File: src/rtl/pulse_meas.sv
// Pulse width/period meter; results via vld/ack handshake, sticky ovr/err, wrapping cycle count.
// Define PULSE_MEAS_SYNC_EN to add a 2-flop input synchroniser on sig (edge detection 1 cycle later).
module pulse_meas #(
    parameter int MSB      = 7,
    parameter int CYCLEMSB = 3
) (
    input  logic              clk,
    input  logic              rstb,
    input  logic              setb,
    input  logic              v1,
    input  logic              sig,
    input  logic              halt,
    input  logic              haltena,
    input  logic              ack,
    output logic [MSB:0]      pw,
    output logic [MSB:0]      period,
    output logic              vld,
    output logic              ovr,
    output logic              err,
    output logic              busy,
    output logic [CYCLEMSB:0] cycle
);

    typedef enum logic [1:0] {
        IDLE = 2'd0,
        ARM  = 2'd1,
        HIGH = 2'd2,
        LOW  = 2'd3
    } state_t;

    localparam logic [MSB:0]      CNT_MAX = '1;
    localparam logic [MSB:0]      CNT_ONE = {{MSB{1'b0}}, 1'b1};
    localparam logic [CYCLEMSB:0] CYC_ONE = {{CYCLEMSB{1'b0}}, 1'b1};

    state_t       state;
    state_t       state_nx;
    logic [MSB:0] cnt;
    logic [MSB:0] cnt_nx;
    logic [MSB:0] cnt_inc;
    logic [MSB:0] pw_r;
    logic         s;
    logic         s_d;
    logic         frozen;
    logic         run;
    logic         act_e;
    logic         idl_e;
    logic         cap_pw;
    logic         done;
    logic         tmo;

    // setb low keeps sampling alive so no stale edge is seen on re-enable
    assign frozen = setb && halt && haltena;
    assign run    = setb && !(halt && haltena);

`ifdef PULSE_MEAS_SYNC_EN
    logic sync1;

    always_ff @(posedge clk) begin
        if (!rstb) begin
            sync1 <= v1;
            s     <= v1;
            s_d   <= v1;
        end else if (!frozen) begin
            sync1 <= sig;
            s     <= sync1;
            s_d   <= s;
        end
    end
`else
    always_ff @(posedge clk) begin
        if (!rstb) begin
            s   <= v1;
            s_d <= v1;
        end else if (!frozen) begin
            s   <= sig;
            s_d <= s;
        end
    end
`endif

    assign act_e   = (s == ~v1) && (s_d == v1);
    assign idl_e   = (s == v1) && (s_d == ~v1);
    assign busy    = (state == HIGH) || (state == LOW);
    assign cnt_inc = (cnt == CNT_MAX) ? cnt : cnt + CNT_ONE;

    always_comb begin
        state_nx = state;
        cnt_nx   = cnt;
        cap_pw   = 1'b0;
        done     = 1'b0;
        tmo      = 1'b0;
        case (state)
            IDLE: begin
                cnt_nx   = '0;
                state_nx = ARM;
            end
            ARM: begin
                if (act_e) begin
                    cnt_nx   = CNT_ONE;
                    state_nx = HIGH;
                end
            end
            HIGH: begin
                if (idl_e) begin
                    cap_pw   = 1'b1;
                    cnt_nx   = cnt_inc;
                    state_nx = LOW;
                end else if (cnt == CNT_MAX) begin
                    tmo      = 1'b1;
                    cnt_nx   = '0;
                    state_nx = ARM;
                end else begin
                    cnt_nx = cnt_inc;
                end
            end
            LOW: begin
                if (act_e) begin
                    done     = 1'b1;
                    cnt_nx   = CNT_ONE;
                    state_nx = HIGH;
                end else if (cnt == CNT_MAX) begin
                    tmo      = 1'b1;
                    cnt_nx   = '0;
                    state_nx = ARM;
                end else begin
                    cnt_nx = cnt_inc;
                end
            end
            default: begin
                cnt_nx   = '0;
                state_nx = IDLE;
            end
        endcase
    end

    always_ff @(posedge clk) begin
        if (!rstb) begin
            state  <= IDLE;
            cnt    <= '0;
            pw_r   <= '0;
            pw     <= '0;
            period <= '0;
            cycle  <= '0;
            vld    <= 1'b0;
            ovr    <= 1'b0;
            err    <= 1'b0;
        end else if (!setb) begin
            state <= IDLE;
            cnt   <= '0;
            cycle <= '0;
            vld   <= 1'b0;
            ovr   <= 1'b0;
            err   <= 1'b0;
        end else begin
            if (run) begin
                state <= state_nx;
                cnt   <= cnt_nx;
                if (cap_pw) begin
                    pw_r <= cnt;
                end
                if (tmo) begin
                    err <= 1'b1;
                end
                if (done) begin
                    period <= cnt;
                    pw     <= pw_r;
                    cycle  <= cycle + CYC_ONE;
                end
            end
            // A new result always wins over ack; it is an overrun only if the old one was not taken
            if (run && done) begin
                vld <= 1'b1;
                if (vld && !ack) begin
                    ovr <= 1'b1;
                end
            end else if (ack) begin
                vld <= 1'b0;
            end
        end
    end

endmodule

File: config.mk
export PLATFORM = sky130hd
export DESIGN_NAME = pulse_meas
export DESIGN_NICKNAME = d
export VERILOG_FILES = /design/src/rtl/pulse_meas.sv
export SDC_FILE = /design/constraint.sdc
export NUM_CORES = 1
export LEC_CHECK = 0
export ABC_CLOCK_PERIOD_IN_PS = 3250
export BUFFER_PORTS_ARGS = -buffer_cell sky130_fd_sc_hd__buf_2
export CAP_MARGIN = 20
export CELL_PAD_IN_SITES_DETAIL_PLACEMENT = 1
export CELL_PAD_IN_SITES_GLOBAL_PLACEMENT = 2
export CORE_MARGIN = 5
export CORE_UTILIZATION = 36
export DETAILED_ROUTE_END_ITERATION = 12
export HOLD_SLACK_MARGIN = 0.05
export PLACE_DENSITY = 0.81
export REMOVE_ABC_BUFFERS = 1
export SETUP_SLACK_MARGIN = 0.1
export SYNTH_ARGS = -nofsm -noshare
export SYNTH_HDL_FRONTEND = slang
export SYNTH_SLANG_ARGS = --single-unit
File: constraint.sdc
create_clock -name clk -period 3.25 [get_ports clk]
set_input_delay 0.1625 -clock clk [delete_from_list [all_inputs] [get_ports clk]]
set_output_delay 0.1625 -clock clk [all_outputs]
set_load 0.02 [all_outputs]
== After elaboration in Yosys (flattened, before gate mapping) ==
Index checks and enable logic that the tools add are counted.

* Bits in registers: 43
* Word-level logic and storage cells: 69
* Output and inout port bits: 24
* Bits of input ports: 8

* Add/sub/neg operators: 2
* Mux-type cells: 25
* Equality and inequality tests: 10
* Bitwise gates (word level): 1
* Reductions and logical operators: 20

{| class="wikitable"
|+ Operators by type and width
! operator !! count
|-
| 2-to-1 mux 8 bit || 5
|-
| one-hot mux 8 bit (4 select lines) || 1
|-
| 2-to-1 mux 1 bit || 13
|-
| AND reduction 2 bit || 5
|-
| adder 8 x 1 -> 8 bit (second input constant) || 1
|-
| == test 8 bit (second input constant) || 1
|-
| logical AND 1 bit || 8
|-
| 2-to-1 mux 2 bit || 4
|-
| one-hot mux 2 bit (4 select lines) || 1
|-
| AND reduction 3 bit || 2
|-
| adder 4 x 1 -> 4 bit (second input constant) || 1
|-
| == test 1 bit || 4
|-
| == test 2 bit (second input constant) || 2
|-
| != test 2 bit (second input constant) || 2
|-
| == test 2 x 1 -> 1 bit (second input constant) || 1
|-
| logical NOT 1 bit || 2
|-
| logical NOT 2 bit || 1
|-
| one-hot mux 1 bit (2 select lines) || 1
|-
| nonzero test 2 bit || 1
|-
| logical OR 1 bit || 1
|-
| inverter 1 bit || 1
|}

== Depth between registers and ports, before layout ==
Gate-level depths: netlist of run 1.

* Depth in word-level cells: 7
* Mapped depth: 10
* Gate-level depth less buffers: 9

== Worst setup path after synthesis of run 1 ==
Ideal clock, no wire load.

* Path type: register to register
* From: reg cnt[0]
* To: reg cnt[0]
* Stages on the path, launching flop included: 11
* Required time: 3.115 ns
* Arrival: 1.646 ns
* Buffers on the path: 1
* Setup time: 0.135 ns
* Setup slack: 1.469 ns
* Period minus slack after synthesis: 1.781 ns
* Cell sequence: dfxtp_1 > ha_1 > nand3_1 > nor2_1 > buf_2 > inv_1 > ha_1 > inv_1 > o21a_1 > o32ai_1 > a221oi_1

* Cells in the longest elaborated chain, start to end: 5
* Elaborated cells on any way between the ends: 7
* Those cells by class: 1 x add/sub; 1 x eq/ne; 5 x mux

{| class="wikitable"
|+ RTL lines
! what !! RTL line !! RTL
|-
| from (decl) || 37 || <nowiki>logic [MSB:0] cnt;</nowiki>
|-
| from (signal assigned) || 157 || <nowiki>cnt <= cnt_nx;</nowiki>
|-
| adder 8 x 1 -> 8 bit or == test 8 bit (tied branches) || 84, 108, 121 ||
|-
| 2-to-1 mux 8 bit || 84 || <nowiki>assign cnt_inc = (cnt == CNT_MAX) ? cnt : cnt + CNT_ONE;</nowiki>
|-
| 2-to-1 mux 8 bit || 108, 121 ||
|-
| 2-to-1 mux 8 bit (on tied branches) || 117, 104 ||
|-
| one-hot mux 8 bit (4 select lines) * || 92 || <nowiki>case (state)</nowiki>
|}

Mark *: on every way between the ends. The rest lies on a longest branch, timed or not.
A chain may end at the register's enable or synchronous reset.

== Final worst setup path of run 1 ==
Same ends and word-level chain as after synthesis.

==> results of run 1 <==
==> cell type report <==
cell class | count | share of cell area [%]
Multi-Input combinational cell | 158 | 44.7
Sequential cell | 43 | 38.5
Timing Repair Buffer | 34 | 7.77
Clock buffer | 7 | 4.27
Tap cell | 72 | 3.94
Inverter | 5 | 0.821
==> per-stage QoR <==
stage | total power, mW | utilization [%] | std cells | hold slack (ns)
2_1_floorplan | 0.592 | - | 206 | 0.291
3_3_place_gp | 0.614 | 40.0 | 312 | 0.439
3_5_place_dp | 0.614 | 40.0 | 312 | 0.444
4_1_cts | 0.990 | 41.8 | 319 | 0.136
5_1_grt | 1.02 | 41.8 | 319 | 0.158
6_report | 0.969 | 41.8 | 319 | 0.148
==> placed cells by master, fill, tap and decap left out, drive strengths merged, types with 6 or more instances in the layout <==
master | synthesis | routed
buf | 10 | 34
nor2 | 16 | 16
nor2b | 8 | 8
a21oi | 6 | 6
dfxtp | 41 | 41
clkbuf | 5 | 7
mux2i | 10 | 10
a21boi | 18 | 18
nand2 | 47 | 47
nand3 | 7 | 7
==> path summary, 6_finish.rpt <==
path	end	cells past startpoint	slack (ns)	from
worst max-delay path	cnt[0]	10	1.16	cnt[0]
worst min-delay path	s	3	0.15	sig
worst max register to register	cnt[0]	10	1.16	cnt[0]
worst min register to register	pw[7]	2	0.46	pw[7]
==> per-layer routing <==
layer	share of wire [%]	vias to the layer above	wire length, um
li1	-	802	-
met1	48	754	2030
met2	47	29	1960
met3	4.7	2	196
met4	0.55	0	23
met5	0	-	0
==> cells by family after synthesis <==
logic type | after synthesis
and+or+nand+nor | 98
DFF | 43
AOI/OAI and AO/OA | 40
buffers and inverters | 20
muxes | 10
xor gates and xnor gates | 7
adders and majority gates | 3
==> sequential cells by signal, indices dropped and copies added (netlist names), 2 cells and up <==
register  count
cnt           8
cycle         4
period        8
pw            8
pw_r          8
state         2
==> critical path, stage by stage (launching register included) <==
cell and delay, ns:
dfxtp_1 0.41, ha_1 0.23, nand3_1 0.09, nor2_1 0.24
buf_4 0.22, inv_1 0.06, ha_1 0.26, inv_1 0.03
o21a_1 0.17, o32ai_1 0.14, a221oi_1 0.11
==> power by group through the flow <==
stage,combinational [mW],clock (mW),sequential (mW)
global placement,0.0612,0,0.553
global route,0.0673,0.413,0.542
CTS,0.0617,0.387,0.540
detailed placement,0.0612,0,0.553
floorplan,0.0407,0,0.551
finish,0.0605,0.368,0.540
==> impl_metrics.ini, run 1 <==
[setup_path]
cp.required_ns = 3.41
endpoint_kind = register
timing.critical_path.fanout_max = 7
crit_arrival_ns = 2.25
crit_type = reg2reg
cp-start-kind = register

[floorplan]
die_y_um = 84.9
start_util_pct = 36.9
dieArea_um2 = 7200
core_um2 = 5470
rows = 27
pin_count = 32
die_width_um = 84.9

[global_route]
antenna_found_initial = 0
grt_pass1_wl_um = 7380
grt.met2_usage_pct = 21.3
grt_pass1_vias = 1612
gr-usage-all-layers_pct = 12.5
overflow = 0
top_usage_layer = met2
globalRouteMet1Util_pct = 15.2
grt_max_degree = 30
grt_util_met3_pct = 3.88

[cts]
cts_buffers = 5
ctsRootBufferMaster = clkbuf_8
tritoncts = yes
htreeDepth = 2
path_clk_slew_ns = 0.08
clock_latency_ns = 0.28
cts_setup_buffers = 0
hold_buffers = 0
post_cts_resized = 0
clock-sinks = 43
cts_buffer_depth = 2

[layout]
multi_input_area_um2 = 1020
finalNetCount = 258
register_area_um2 = 881
syn_to_final_growth_pct = 13.3
drive_gt1_share_pct = 21.5
fill_cells = 663
final_area_um2 = 2290
diodes = 0

[placed_design]
dpl-instance-area_um2 = 2190
hpwl_um = 3020
port_buffers = 31
place_ws_ns = 1.16
finalWeightedCongestion = 0.796

[routing]
drt_wl_total_um = 4210
vias = 1587
drc = 0
drt-initial-drc-count = 19
routedWlPerCell_um = 13.2
antenna_left = 0
vias_per_cell = 4.97
first_pass_iters = 4

[power]
power_density_nw_per_um2 = 424
p_seq_share_pct = 55.8
ir_worst_vdd_v = 0.000202
internal_power_uw = 755
switching_power_uw = 214
leakage_nw = 0.901
combPwrFrac_pct = 6.2
p_sw_share_pct = 22.1
clkPwrFrac_pct = 38.0

[yosys]
synth_flop_cell = dfxtp_1
syn_area_per_cell_um2 = 9.13
synthArstFlopShare_pct = 0
ys_ff_latch = 43
yosys-top-cells-count = nand2_1 (47), dfxtp_1 (41), a21boi_0 (17), nor2_1 (16), mux2i_1 (9)
yosys.cell_types.count = 45
synth_cells = 221
ys_seq_area_share_pct = 43.7
synth_top_area_share_pct = 40.7
synthMuxAreaShare_pct = 5.58
synth_top_family_by_area = simple AND/OR/NAND/NOR gates
synth_area_leaders = dfxtp_1 (41%), nand2_1 (8.7%), a21boi_0 (6.3%)
syn_area_um2 = 2020
synthSimpleGateAreaFrac_pct = 24.1
synth_xor_area_share_pct = 3.04
yosysMostFrequentCell = nand2_1
synth_edf_count = 2
synth_fa_ha_area_share_pct = 1.86
yosysTopAreaCell = dfxtp_1
synth_compound_area_share_pct = 16.0
ys.warnings.count = 0

[timing]
worst_pin_slew_ns = 0.692
drv_slew = 0
clock_skew_ns = 0.00499
setup_ws_ns = 1.16
rsz0062_at_grt = false
setup_tns_ns = 0
finalCritPeriodShare_pct = 64.4
hold_violations = 0
period_minus_slack_ns = 2.09
relSlewSlack_pct = 53.4
setup_viol = 0
max_freq_mhz = 478

[outcome]
status = complete, no violations

[flow_run]
maxCapViolCount = 0

[worst_hold_path]
hold_path.class = in2reg
Power figures use the tool's default switching activity.
==> run 2: changes to the inputs <==
--- a/config.mk
+++ b/config.mk
@@ -5,16 +5,16 @@
 export SDC_FILE = /design/constraint.sdc
 export NUM_CORES = 1
 export LEC_CHECK = 0
-export ABC_CLOCK_PERIOD_IN_PS = 3250
+export ABC_CLOCK_PERIOD_IN_PS = 1800
 export BUFFER_PORTS_ARGS = -buffer_cell sky130_fd_sc_hd__buf_2
 export CAP_MARGIN = 20
 export CELL_PAD_IN_SITES_DETAIL_PLACEMENT = 1
 export CELL_PAD_IN_SITES_GLOBAL_PLACEMENT = 2
 export CORE_MARGIN = 5
-export CORE_UTILIZATION = 36
+export CORE_UTILIZATION = 31
 export DETAILED_ROUTE_END_ITERATION = 12
 export HOLD_SLACK_MARGIN = 0.05
-export PLACE_DENSITY = 0.81
+export PLACE_DENSITY = 0.74
 export REMOVE_ABC_BUFFERS = 1
 export SETUP_SLACK_MARGIN = 0.1
 export SYNTH_ARGS = -nofsm -noshare
==> constraint.sdc (replaced) <==
create_clock -name clk -period 1.8 [get_ports clk]
set_input_delay 0.09 -clock clk [delete_from_list [all_inputs] [get_ports clk]]
set_output_delay 0.09 -clock clk [all_outputs]
set_load 0.02 [all_outputs]
==> run 2 against run 1 <==
Clock-buffer cell count shrank 1. Global-route usage is 0.22 points lower. Setup slack got worse by 1.0 ns. Utilization shrank 1.8 points. Design area rose by 11%. Die area rose by 14%. First-iteration DRC count increased by 140%. Final cell count increased by 9.1%. Critical path type unchanged. Total power increased by 78%. Sequential power is 80% higher.
==> impl_metrics.ini, run 2 (synthesis results as in run 1) <==
[timing]
finalCritPeriodShare_pct = 94.0
drv_slew = 0
relSlewSlack_pct = 74.5
clock_skew_ns = 0.00622
rsz0062_at_grt = true
period_minus_slack_ns = 1.69
hold_violations = 0
setup_ws_ns = 0.108
setup_tns_ns = 0
worst_pin_slew_ns = 0.382
setup_viol = 0
max_freq_mhz = 591

[layout]
finalNetCount = 281
drive_gt1_share_pct = 33.6
final_area_um2 = 2540
fill_cells = 778
layout_common_cells = nand2_1 (46), dfxtp_1 (39), buf_2 (31)
syn_to_final_growth_pct = 25.9
final_cells = 348
final_common_cell = nand2_1
diodes = 0

[floorplan]
die_width_um = 90.7
dieArea_um2 = 8220
rows = 29
die_y_um = 90.7
start_util_pct = 31.8
pin_count = 32
core_um2 = 6350

[global_route]
grt_max_degree = 22
gr-usage-all-layers_pct = 12.3
antenna_found_initial = 0
grt_pass1_wl_um = 8270
overflow = 0
grt_pass1_vias = 1717

[cts]
path_clk_slew_ns = 0.08
cts_buffer_depth = 2
hold_buffers = 0
clock_latency_ns = 0.29
ctsRootBufferMaster = clkbuf_8
clock-sinks = 43
cts_buffers = 5
htreeDepth = 2
tritoncts = yes

[placed_design]
place_ws_ns = -0.0491
dpl-instance-area_um2 = 2330
dp.cells = 335
finalWeightedCongestion = 0.803
hpwl_um = 3490
port_buffers = 31

[setup_path]
crit_type = reg2reg
crit_arrival_ns = 1.87
slowest_stage = edfxtp_1
cp.required_ns = 1.98
timing.critical_path.fanout_max = 8
rr_worst_depth = 6
cp_slowest_stage_delay_ns = 0.47
crit_chain = nor3b_2 -> o41ai_4 -> buf_6 -> buf_4 -> o31ai_2 -> a21oi_2
cp-start-kind = register
crit_buf_inv = 2
path_depth = 6
crit_family = compound AO/OA/AOI/OAI gates
endpoint_kind = register

[power]
p_total_mw = 1.73
power_density_nw_per_um2 = 680
leakage_nw = 1.03
ir_worst_vdd_v = 0.000296

[outcome]
status = complete, no violations

[flow_run]
maxCapViolCount = 0

[routing]
drt_wl_total_um = 4840
vias = 1655
vias_per_cell = 4.76
drt-initial-drc-count = 45
antenna_left = 0
drc = 0
first_pass_iters = 2
routedWlPerCell_um = 13.9

[worst_hold_path]
min_path_cells = 3
hold_path.class = in2reg
==> run 2: cell types whose count changed in the layout (fill, tap and decap cells not counted), moves of 2 or more <==
cell     change
dfxtp_1      -2
dfxtp_2      +2
buf_6        +5
buf_4       +18
==> run 2: where the power goes <==
part	leakage [nW]	internal (mW)	total (mW)	switching, mW
clock network	0.0455	0.273	0.606	0.334
logic	0.629	0.0697	0.147	0.0771
registers	0.353	0.965	0.974	0.00848
total	1.03	1.31	1.73	0.419
==> run 2: worst paths after layout <==
path                            start      to  slack [ns]
worst min-delay path              sig       s        0.06
worst max-delay path              s_d  cnt[4]        0.11
worst min register to register  pw[4]   pw[4]        0.46
worst max register to register    s_d  cnt[4]        0.11
==> run 2: what timing repair did <==
action                                  4_1_cts  5_1_grt
setup buffers                                 3        2
gates resized for setup                      16        8
endpoints found under the setup margin       22       36
pin swaps                                     4        6
==> run 2: cell type report <==
| cell class | instances | area [um2] | share of cell area (%) |
|---|---|---|---|
| Multi-Input combinational cell | 158 | 1090 | 42.8 |
| Inverter | 5 | 18.8 | 0.739 |
| Clock inverter | 2 | 11.3 | 0.444 |
| Tap cell | 77 | 96.3 | 3.79 |
| Sequential cell | 43 | 883 | 34.8 |
| Timing Repair Buffer | 57 | 369 | 14.5 |
| Clock buffer | 6 | 72.6 | 2.86 |
==> run 2: worst min-delay path, stage by stage <==
cell and delay, ns:
buf_2 0.07, nand2_1 0.04, nand2_1 0.05
==> run 2: routing by layer <==
metal	part of all wire, %	global-route usage (%)	up-vias
li1	-	-	846
met1	47	15.1	773
met2	48	21.0	30
met3	4.0	3.92	6
met4	1.1	2.23	0
met5	0	0	-
==> run 2: stage by stage <==
step           util (%)  hold slack [ns]
6_report           40.0           0.0632
5_1_grt            40.0           0.0653
4_1_cts            39.3           0.0562
3_5_place_dp       36.7            0.371
3_3_place_gp       36.7            0.363
2_1_floorplan         -            0.218
==> run 3: changes to the inputs <==
--- a/config.mk
+++ b/config.mk
@@ -8,7 +8,7 @@
 export ABC_CLOCK_PERIOD_IN_PS = 1800
 export BUFFER_PORTS_ARGS = -buffer_cell sky130_fd_sc_hd__buf_2
 export CAP_MARGIN = 20
-export CELL_PAD_IN_SITES_DETAIL_PLACEMENT = 1
+export CELL_PAD_IN_SITES_DETAIL_PLACEMENT = 0
 export CELL_PAD_IN_SITES_GLOBAL_PLACEMENT = 2
 export CORE_MARGIN = 5
 export CORE_UTILIZATION = 31
==> run 3 against run 2 <==
Utilization up 0.35 points. Non-clock buffer count up 3. Sequential power about the same. Design area up 0.89%. Critical path depth down 1. Critical path type unchanged. Largest cell class unchanged. Largest power group unchanged. Highest routed layer unchanged.
==> impl_metrics.ini, run 3 (synthesis results as in run 1) <==
[layout]
final_area_um2 = 2560
final_common_cell = nand2_1
drive_gt1_share_pct = 33.9
syn_to_final_growth_pct = 27.0
diodes = 0
layout_common_cells = nand2_1 (47), dfxtp_1 (36), buf_2 (32)
finalNetCount = 284

[global_route]
grt_pass1_wl_um = 7780
gr-usage-all-layers_pct = 11.3
grt_pass1_vias = 1625
antenna_found_initial = 0
grt_max_degree = 22
overflow = 0

[power]
power_density_nw_per_um2 = 670
leakage_nw = 1.03
ir_worst_vdd_v = 0.000329

[floorplan]
dieArea_um2 = 8220
die_width_um = 90.7
core_um2 = 6350
start_util_pct = 31.8
pin_count = 32
rows = 29
die_y_um = 90.7

[timing]
rsz0062_at_grt = true
hold_violations = 0
worst_pin_slew_ns = 0.347
setup_ws_ns = 0.123
clock_skew_ns = 0.00375
period_minus_slack_ns = 1.68
hold-worst-slack_ns = 0.120
finalCritPeriodShare_pct = 93.2
max_freq_mhz = 596
setup_viol = 0
relSlewSlack_pct = 76.8
drv_slew = 0

[setup_path]
crit_type = reg2reg
r2r-start = s
crit_arrival_ns = 1.90
timing.critical_path.fanout_max = 7
cp_slowest_stage_delay_ns = 0.45
r2r_slack_ns = 0.12
startpoint = s
slowest_stage = edfxtp_1
crit_chain = and3b_4 -> o41ai_4 -> buf_2 -> or4_4 -> a21oi_2
cp.required_ns = 2.03
cp-start-kind = register
endpoint_kind = register

[cts]
ctsRootBufferMaster = clkbuf_8
tritoncts = yes
clock_latency_ns = 0.29
cts_buffers = 5
clock-sinks = 43
cts_buffer_depth = 2
path_clk_slew_ns = 0.08
htreeDepth = 2

[routing]
first_pass_iters = 4
antenna_left = 0
drt-initial-drc-count = 117
routedWlPerCell_um = 12.4
vias_per_cell = 4.61
vias = 1618
drc = 0
drt_wl_total_um = 4370

[placed_design]
dpl-instance-area_um2 = 2330
hpwl_um = 3190
port_buffers = 31
place_ws_ns = 0.0766
finalWeightedCongestion = 0.803

[outcome]
status = complete, no violations

[flow_run]
maxCapViolCount = 0

[worst_hold_path]
hold_path.class = in2reg
hold_start = ack
-- run 3: cell types whose count changed in the layout (fill, tap and decap cells not counted), moves of 2 or more --
cell / change
dfxtp_1: -3
buf_6: -2
buf_4: +3
dfxtp_2: +3
-- run 3: routing by layer --
layer | track usage [%] | vias up | wire, um
met4 | 3.23 | 0 | 16
met5 | 0 | - | 0
met3 | 2.83 | 2 | 190
li1 | - | 854 | -
met2 | 17.7 | 36 | 1940
met1 | 15.4 | 726 | 2220
-- run 3: cell type report --
type,count,area [um2]
Clock inverter,2,11.3
Inverter,5,18.8
Clock buffer,6,72.6
Sequential cell,43,887
Timing Repair Buffer,60,384
Fill cell,656,3790
Multi-Input combinational cell,158,1090
Tap cell,77,96.3
-- run 3: critical path, delay by kind of cell (launching register included) --
kind,cells,cell delay [ns]
buffers and inverters,1,0.16
AND/OR/NAND/NOR,2,0.76
AO/OA/AOI/OAI,2,0.24
flip-flops,1,0.45
-- run 3: timing repair --
item	4_1_cts	5_1_grt
gates resized for setup	10	15
endpoints found under the hold margin	1	0
hold buffers	1	0
cloned	1	0
setup endpoints to repair	3	34
pin swaps	2	8
buffers inserted	3	3
-- run 3: path summary, 6_finish.rpt --
check                              end  depth (start not counted)
worst min-delay path               vld                          4
worst min register to register   pw[2]                          2
worst max register to register  cnt[4]                          5
worst max-delay path            cnt[4]                          5
-- run 3: through the flow --
step	total power, mW	std cells	setup TNS (ns)	utilization [%]
6_report	1.72	351	0	40.3
5_1_grt	1.82	351	0	40.3
3_5_place_dp	1.12	335	0	36.7
4_1_cts	1.76	348	0	39.2
2_1_floorplan	1.07	206	-0.509	-
3_3_place_gp	1.12	335	0	36.7
-- run 3: power by group --
| group | switching (mW) | internal, mW | total, mW |
|---|---|---|---|
| combinational | 0.0732 | 0.0679 | 0.141 |
| sequential | 0.00763 | 0.965 | 0.973 |
| clock | 0.329 | 0.273 | 0.602 |
| total | 0.410 | 1.31 | 1.72 |
